**src/rtl/fetch_unit_pkg.sv**
```systemverilog
// fetch_unit_pkg: jump-type codes and fetch FSM state encoding, shared by fetch and decode.
// Latency: n/a (constants only).
// Backpressure: n/a.
package fetch_unit_pkg;

  // Jump-type codes as produced by decode and resolved on the execute side.
  localparam logic [2:0] J_TYPE_NOP  = 3'b000;
  localparam logic [2:0] J_TYPE_BEQ  = 3'b001;
  localparam logic [2:0] J_TYPE_JAL  = 3'b010;
  localparam logic [2:0] J_TYPE_JR   = 3'b011;
  localparam logic [2:0] J_TYPE_J    = 3'b100;
  localparam logic [2:0] J_TYPE_BGTZ = 3'b101;

  // Fetch FSM states.
  localparam logic [1:0] S_FETCH = 2'd0;
  localparam logic [1:0] S_WAIT  = 2'd1;
  localparam logic [1:0] S_HOLD  = 2'd2;

endpackage

```
**src/rtl/next_pc_calc.sv**
```systemverilog
// next_pc_calc: branch/jump resolution -> taken flag and redirect target.
// Latency: purely combinational.
// Backpressure: none.
// Ports: br_jump_type/br_pc/br_imm/br_jump_addr/br_rs1/br_zero in; taken, target out.
module next_pc_calc #(
  parameter int DWIDTH = 32
) (
  input  logic [2:0]        br_jump_type,
  input  logic [DWIDTH-1:0] br_pc,
  input  logic [DWIDTH-1:0] br_imm,
  input  logic [25:0]       br_jump_addr,
  input  logic [DWIDTH-1:0] br_rs1,
  input  logic              br_zero,
  output logic              taken,
  output logic [DWIDTH-1:0] target
);
  import fetch_unit_pkg::*;

  logic [DWIDTH-1:0] pc_plus4;
  logic [DWIDTH-1:0] br_target;
  logic [DWIDTH-1:0] j_target;
  logic [DWIDTH-1:0] jr_target;
  logic [DWIDTH-1:0] region_mask;

  assign pc_plus4    = br_pc + DWIDTH'(4);
  assign br_target   = pc_plus4 + (br_imm << 2);
  // J/JAL keep the top nibble of the link address (region) and splice in the word index.
  assign region_mask = {{4{1'b1}}, {(DWIDTH-4){1'b0}}};
  assign j_target    = (pc_plus4 & region_mask) | {{(DWIDTH-28){1'b0}}, br_jump_addr, 2'b00};
  assign jr_target   = {br_rs1[DWIDTH-1:2], 2'b00};

  always_comb begin
    taken  = 1'b0;
    target = br_target;
    case (br_jump_type)
      J_TYPE_BEQ:  taken = br_zero;
      J_TYPE_BGTZ: taken = ($signed(br_rs1) > $signed({DWIDTH{1'b0}}));
      J_TYPE_J,
      J_TYPE_JAL: begin
        taken  = 1'b1;
        target = j_target;
      end
      J_TYPE_JR: begin
        taken  = 1'b1;
        target = jr_target;
      end
      default: taken = 1'b0;
    endcase
  end

endmodule

```
**src/rtl/fetch_unit.sv**
```systemverilog
// fetch_unit: owns the PC, issues one imem request at a time, presents {instr, pc, pc+4} to decode.
// Latency: 3 cycles per instruction with single-cycle gnt and rvalid (FETCH -> WAIT -> HOLD).
// Backpressure: holds the word in S_HOLD until out_ready; no new request issued while held.
// Ports: clk/rst; imem_req/addr/gnt/rvalid/rdata; out_valid/ready/instr/pc/pc_plus4;
//        br_valid/jump_type/pc/imm/jump_addr/rs1/zero from execute.
module fetch_unit #(
  parameter int                DWIDTH   = 32,
  parameter logic [DWIDTH-1:0] RESET_PC = '0
) (
  input  logic              clk,
  input  logic              rst,
  output logic              imem_req,
  output logic [DWIDTH-1:0] imem_addr,
  input  logic              imem_gnt,
  input  logic              imem_rvalid,
  input  logic [DWIDTH-1:0] imem_rdata,
  output logic              out_valid,
  input  logic              out_ready,
  output logic [DWIDTH-1:0] out_instr,
  output logic [DWIDTH-1:0] out_pc,
  output logic [DWIDTH-1:0] out_pc_plus4,
  input  logic              br_valid,
  input  logic [2:0]        br_jump_type,
  input  logic [DWIDTH-1:0] br_pc,
  input  logic [DWIDTH-1:0] br_imm,
  input  logic [25:0]       br_jump_addr,
  input  logic [DWIDTH-1:0] br_rs1,
  input  logic              br_zero
);
  import fetch_unit_pkg::*;

  localparam logic [DWIDTH-1:0] PC_INC = DWIDTH'(4);

  logic [1:0]        state_q, state_d;
  logic [DWIDTH-1:0] pc_q, pc_d;
  logic              kill_q, kill_d;
  logic [DWIDTH-1:0] instr_q, instr_d;
  logic [DWIDTH-1:0] out_pc_q, out_pc_d;
  logic [DWIDTH-1:0] out_pc_plus4_q, out_pc_plus4_d;

  logic              taken;
  logic [DWIDTH-1:0] target;
  logic              redirect;

  next_pc_calc #(.DWIDTH(DWIDTH)) u_next_pc_calc (
    .br_jump_type (br_jump_type),
    .br_pc        (br_pc),
    .br_imm       (br_imm),
    .br_jump_addr (br_jump_addr),
    .br_rs1       (br_rs1),
    .br_zero      (br_zero),
    .taken        (taken),
    .target       (target)
  );

  assign redirect = br_valid & taken;

  always_comb begin
    state_d        = state_q;
    pc_d           = pc_q;
    kill_d         = kill_q;
    instr_d        = instr_q;
    out_pc_d       = out_pc_q;
    out_pc_plus4_d = out_pc_plus4_q;
    case (state_q)
      S_FETCH: begin
        if (redirect) pc_d = target;
        if (imem_gnt) begin
          state_d = S_WAIT;
          // A granted request for the old PC is now wrong-path; drop its response.
          kill_d  = redirect;
        end
      end
      S_WAIT: begin
        if (imem_rvalid) begin
          if (kill_q || redirect) begin
            kill_d  = 1'b0;
            state_d = S_FETCH;
            if (redirect) pc_d = target;
          end else begin
            instr_d        = imem_rdata;
            out_pc_d       = pc_q;
            out_pc_plus4_d = pc_q + PC_INC;
            pc_d           = pc_q + PC_INC;
            state_d        = S_HOLD;
          end
        end else if (redirect) begin
          pc_d   = target;
          kill_d = 1'b1;
        end
      end
      S_HOLD: begin
        if (redirect) begin
          pc_d    = target;
          state_d = S_FETCH;
        end else if (out_ready) begin
          state_d = S_FETCH;
        end
      end
      default: state_d = S_FETCH;
    endcase
  end

  always_ff @(posedge clk or posedge rst) begin
    if (rst) begin
      state_q        <= S_FETCH;
      pc_q           <= RESET_PC;
      kill_q         <= 1'b0;
      instr_q        <= '0;
      out_pc_q       <= '0;
      out_pc_plus4_q <= '0;
    end else begin
      state_q        <= state_d;
      pc_q           <= pc_d;
      kill_q         <= kill_d;
      instr_q        <= instr_d;
      out_pc_q       <= out_pc_d;
      out_pc_plus4_q <= out_pc_plus4_d;
    end
  end

  assign imem_req     = (state_q == S_FETCH) & ~rst;
  assign imem_addr    = pc_q;
  // A word being flushed this cycle must never look accepted to decode.
  assign out_valid    = (state_q == S_HOLD) & ~redirect;
  assign out_instr    = instr_q;
  assign out_pc       = out_pc_q;
  assign out_pc_plus4 = out_pc_plus4_q;

endmodule

```
**config.mk**
```make
export PLATFORM = sky130hd
export DESIGN_NAME = fetch_unit
export DESIGN_NICKNAME = d
export VERILOG_FILES = /design/src/rtl/fetch_unit_pkg.sv /design/src/rtl/next_pc_calc.sv /design/src/rtl/fetch_unit.sv
export SDC_FILE = /design/constraint.sdc
export NUM_CORES = 1
export LEC_CHECK = 0
export ABC_AREA = 1
export CAP_MARGIN = 30
export CORE_MARGIN = 4
export CORE_UTILIZATION = 44
export DETAILED_ROUTE_END_ITERATION = 8
export PLACE_DENSITY = 0.86
export SLEW_MARGIN = 20
export SYNTH_ARGS = -nofsm -noshare
export SYNTH_HDL_FRONTEND = slang
export SYNTH_SLANG_ARGS = --single-unit
```
**constraint.sdc**
```tcl
create_clock -name clk -period 4.8 [get_ports clk]
set_clock_uncertainty 0.1 [all_clocks]
set_input_delay 1.44 -clock clk [delete_from_list [all_inputs] [get_ports clk]]
set_output_delay 1.44 -clock clk [all_outputs]
set_load 0.05 [all_outputs]
```
# Word level (Yosys, flattened, before mapping)
# Cells that the tools add are included.
# word_totals
word_cells	56
register_bits	131
output_inout_bits	130
inputBits	164
# classes
bitwise_logic	7
magnitude_cmp	1
reduce_logical	10
eq_ne	12
n_mux	17
n_addsub	3
# ops
operator	n
$pmux W32 S2	2
$mux W32	3
$add A32 B3 Y32 const B	2
$add A32 B32 Y32	1
$gt A32 B1 Y1 const B	1
$or A32 B28 Y32	1
$mux W2	5
$ne A3 B3 Y1 const B	3
$eq A3 B2 Y1 const B	2
$eq A3 B3 Y1 const B	2
$pmux W2 S3	1
$reduce_and A3 Y1	2
$mux W1	4
$ne A2 B2 Y1 const B	2
$reduce_and A4 Y1	1
$reduce_bool A2 Y1	2
$reduce_or A2 Y1	2
$and A1 B1 Y1	3
$eq A3 B1 Y1 const B	1
$not A1 Y1	3
$pmux W1 S3	1
$reduce_or A3 Y1	1
$eq A2 B1 Y1 const B	1
$eq A2 B2 Y1 const B	1
3 further kinds	3

# Depth between registers and ports, before layout
# logic_depth
ltp_word	8
mapped_depth	28
mapped_depth_nobuf	28

# Cells and area by module
# Synthesis repeated with hierarchy kept, for this count alone.
# hier_totals
hier_cells	1445
hier_area_um2	9669.3
# by_module_without_submodules
mod	seq_area_each_um2	n_inst	cells_per_inst	area_each_um2
fetch_unit	3228.1	1	757	6127.1
next_pc_calc	0.0	1	688	3542.1

# Worst setup path after synthesis
# No wires, ideal clock.
# synth_path
kind	input port to output port
start	in br_rs1[4]
end	out out_valid
required_time_ns	3.260
arrival_time_ns	2.762
stages	13
path_buffers	2
setup_slack_ns	0.498
cell_sequence	inv_1 > nand2_1 > nor2_1 > nand2_1 > nor2_1 > nand2_1 > nand3_1 > nand3_2 > nand2_4 > buf_4 > buf_4 > nand3_1 > inv_1
# synth_between
elab_chain_cells	5
# synth_rtl
item	line	source
start, declared	fetch_unit.sv:27	input logic [DWIDTH-1:0] br_rs1,
$gt A32 B1 Y1	next_pc_calc.sv:37	J_TYPE_BGTZ: taken = ($signed(br_rs1) > $signed({DWIDTH{1'b0}}));
$pmux W1 S3	next_pc_calc.sv:35	case (br_jump_type)
$and A1 B1 Y1	fetch_unit.sv:56	assign redirect = br_valid & taken;
$not A1 Y1	fetch_unit.sv:125	assign out_valid = (state_q == S_HOLD) & ~redirect;
$and A1 B1 Y1	fetch_unit.sv:125	
end, declared	fetch_unit.sv:17	output logic out_valid,
# No other way between the ends.

# Worst setup path in the final report
# layout_path
start	in br_pc[2]
end	reg pc_q[27], in the netlist imem_addr[27]
# layout_between
elab_chain_cells	7
# layout_rtl
item	line	source
start, declared	fetch_unit.sv:24	input logic [DWIDTH-1:0] br_pc,
$add A32 B3 Y32 *	next_pc_calc.sv:25	assign pc_plus4 = br_pc + DWIDTH'(4);
$add A32 B32 Y32 *	next_pc_calc.sv:26	assign br_target = pc_plus4 + (br_imm << 2);
$pmux W32 S2 *	next_pc_calc.sv:35	
$mux W32 *	--	
$mux W32	fetch_unit.sv:76	if (kill_q || redirect) begin
$mux W32	fetch_unit.sv:75	if (imem_rvalid) begin
$pmux W32 S2 *	fetch_unit.sv:65	case (state_q)
end signal, assigned	fetch_unit.sv:114	pc_q <= pc_d;
end, declared	fetch_unit.sv:35	logic [DWIDTH-1:0] pc_q, pc_d;
# Mark *: on every way between the ends. The rest lies on a longest branch, timed or not.
# A chain may end at the register's enable or synchronous reset.

==> reports/qor.txt <==
final net count: 2187
Worst Setup Start Kind: input pin
Slew HR: 50.2%
Placed Cells: 2279
most used cell, CP: nand2_1
hold path depth: 2
vias in the first global route: 11493
post-synth top area cell: dfrtp_1
Placeable Area: 22800 µm²
remaining antenna violation count after routing: 0
Starting Density: 45.1%
total number of vias: 11999
CTS Hold Bufs: 0
row cnt: 55
clock share of power: 15.4%
layout cells sized above 1: 7.20%
Setup Viol. Count Final: 0
Gate Count Post-Synth: 1655
post-synth cell types: 41
combinational share of power: 59.6%
initial antenna violation count: 0
Buf+Inv Stages, Crit Path: 4
global-route total usage across every layer: 28.4%
post-synthesis sequential area ratio: 31.5%
pin count of the biggest net entering global routing: 130
max-cap viol count: 0
CTS clk-pin slew, worst paths: 0.06 ns
Int Pwr: 4.09 mW
Crit-path slowest cell: clkdlybuf4s50_1
register bit total from synthesis: 129
gp weighted congestion: 0.962
synthesis-to-finish area growth: 41.6%
I/O pin total: 294
Final Cycle Share: 95.6%
Worst EP arrival: 4.85 ns
Max VDD drop: 0.326 mV
Hold Startpoint: out_instr[22]
Syn Area/Cell: 6.20 µm²
I/O Buffers: 291
synth top area cells: dfrtp_1, nand2_1, inv_1
Post-Syn Area: 10300 µm²
Remaining DRCs: 0
RSZ-0062 raised after global routing: yes
antenna cells: 0
CP Class: input pin to register
Max Fclk: 0.218 GHz
minimum clock period: 4.59 ns
CP cell instances: clkdlybuf4s50_1, ha_2, nand2_1, nor2_2, nand3_1, nor3_2, nand4_1, xor2_1, inv_1, ha_1, nand2_2, inv_1, a21oi_1, buf_4, o21bai_1, nor2_1, nand2_1, nand2_1, nand3_1, nand2_1, nand2_1, nand2_1, nand2_1, nand2_1
Routed WL: 38000 µm
max-slew violation count: 0
maximum fanout along the worst path: 4
WL/cell: 16.4 µm
Leakage: 7.48 nW
delay-heaviest family, CP: simple AND/OR/NAND/NOR gates
TritonCTS clock tree: yes
Die H: 161 µm
initial drt markers: 1192
Num CTS Buffers: 17
setup slack after layout: 0.211 ns
CTS Root Cell: clkbuf_16
Final Hold Vio Count: 0
first-pass GRT wire length: 59100 µm
R2R Path Start: imem_addr[2]
Hold Path Class: register to register
post-synth top area share: 31.5%
Worst setup EP type: register
r2r endpoint: imem_addr[16]
First-pass DRT Iterations: 6
crit-path max cell delay: 0.52 ns
reg-to-reg setup timing slack: 2.20 ns
Seq pwr share: 24.9%
Worst Path Required: 5.06 ns
htree depth: 4
FF-to-FF path depth: 11
Power Density: 595 nW/µm²
Layout Cells excl Fill: 2312
Psw: 4.56 mW
Net Sw Frac: 52.8%
Worst Max-Slew Pin Slew: 0.747 ns
Ys Warns: 0
status: finished clean
hold slack: 0.381 ns
pre-CTS setup slack: -0.214 ns
CTS Buffer Depth: 2
Net Count, Synth: 1856
worst-skew pair later-pin latency: 0.42 ns
die extent in x: 161 µm
Sum Neg Setup Slack: 0 ns
Die ar.: 25800 µm²
Final HPWL DP: 30300 µm
grt total ovfl: 0
Clock Sinks: 129
post-DR vias/cell: 5.19
hold endpoint: out_instr[22]
sequential cells by signal, summed over array words and instances, names as in the netlist:
| register | count |
|---|---|
| imem_addr | 32 |
| out_instr | 32 |
| kill_q | 1 |
| state_q | 2 |
| out_pc_plus4 | 30 |
| out_pc | 32 |
power groups by stage:
stage	Clock, mW	Combinational, mW	Sequential [mW]
after floorplan	0	1.68	3.73
final	1.34	5.16	2.16
after detailed placement	0	5.11	2.15
after global placement	0	5.04	2.12
after global routing	1.39	5.50	2.22
after CTS	1.35	5.15	2.14
cell usage after synthesis (all sizes together):
| cell type | n |
|---|---|
| a211oi | 2 |
| a21boi | 1 |
| a21o | 3 |
| a21oi | 18 |
| a22o | 15 |
| and2 | 4 |
| buf | 42 |
| clkbuf | 9 |
| dfrtp | 129 |
| fa | 1 |
| ha | 36 |
| inv | 228 |
| nand2 | 712 |
| nand3 | 139 |
| nand3b | 5 |
| nand4 | 37 |
| nor2 | 119 |
| nor3 | 33 |
| nor4 | 2 |
| o211ai | 3 |
| o21ai | 59 |
| o21bai | 6 |
| o221ai | 1 |
| o22ai | 1 |
| or2 | 6 |
| xnor2 | 8 |
| xor2 | 36 |
cell families (layout without fill, tap and decap cells):
family / count (synthesis) / in the layout / share of synthesized area [%]
AND/OR/NAND/NOR: 1057 / 1057 / 42.9
flip-flops: 129 / 129 / 31.5
buffers and inverters: 279 / 623 / 11.0
AO/OA/AOI/OAI: 109 / 109 / 6.32
adder cells (fa/ha/maj): 37 / 37 / 4.58
XOR/XNOR: 44 / 44 / 3.76
worst reg2reg max path, cell delays in order (launching register included):
cell and delay, ns:
dfrtp_1 0.56, ha_1 0.37, nand3_1 0.28, inv_1 0.12, nand2_1 0.17, nor3_1 0.29
nand2_1 0.12, xor2_1 0.15, inv_1 0.10, nand2_1 0.08, nand3_1 0.10, nand2_1 0.06
cell type report:
| class | instances | area, µm² |
|---|---|---|
| Tap cell | 313 | 392 |
| Inverter | 228 | 860 |
| Timing Repair Buffer | 363 | 3470 |
| Multi-Input combinational cell | 1247 | 5970 |
| Clock inverter | 14 | 178 |
| Fill cell | 2052 | 8250 |
| Sequential cell | 129 | 3230 |
| Clock buffer | 18 | 429 |
how the worst max path moves through the flow:
stage | startpoint | to | cells after the start
final | br_pc[2] | imem_addr[27] | 24
after global routing | br_pc[2] | imem_addr[29] | 25
after CTS | br_pc[2] | imem_addr[31] | 25
after detailed placement | br_pc[2] | imem_addr[31] | 25
after global placement | br_pc[2] | imem_addr[31] | 26
after floorplan | br_rs1[4] | out_valid | 13
metal layers:
metal / global-route usage [%] / vias up / wire [µm]
li1: - / 5844 / -
met1: 35.5 / 5461 / 15200
met2: 47.9 / 605 / 17900
met3: 6.80 / 89 / 3540
met4: 10.6 / 0 / 1420
met5: 0 / - / 0
metrics by stage:
step | util (%) | power (mW) | instance area, µm²
6_report | 63.8 | 8.65 | 14500
5_1_grt | 63.8 | 9.11 | 14500
4_1_cts | 63.5 | 8.64 | 14500
3_5_place_dp | 60.8 | 7.25 | 13900
3_3_place_gp | 60.8 | 7.16 | 13900
2_1_floorplan | - | 5.41 | 10300
cells in the final DEF (no fill, tap or decap), drive strengths merged, types with 4 or more instances in the layout:
cell type / Yosys / final
inv: 228 / 232
nand4: 37 / 37
clkbuf: 9 / 18
buf: 42 / 74
xor2: 36 / 36
a21oi: 18 / 18
dfrtp: 129 / 129
a22o: 15 / 15
o21bai: 6 / 6
nand3b: 5 / 5
nor2: 119 / 119
and2: 4 / 4
clkdlybuf4s50: 0 / 289
xnor2: 8 / 8
o21ai: 59 / 59
nand2: 712 / 712
ha: 36 / 36
nor3: 33 / 33
or2: 6 / 6
clkinv: 0 / 5
nand3: 139 / 139
repair_timing:
item,in CTS,in global routing
endpoints found under the setup margin,0,8
setup buffers,0,1
resized for setup,0,15
Power figures use the tool's default switching activity.
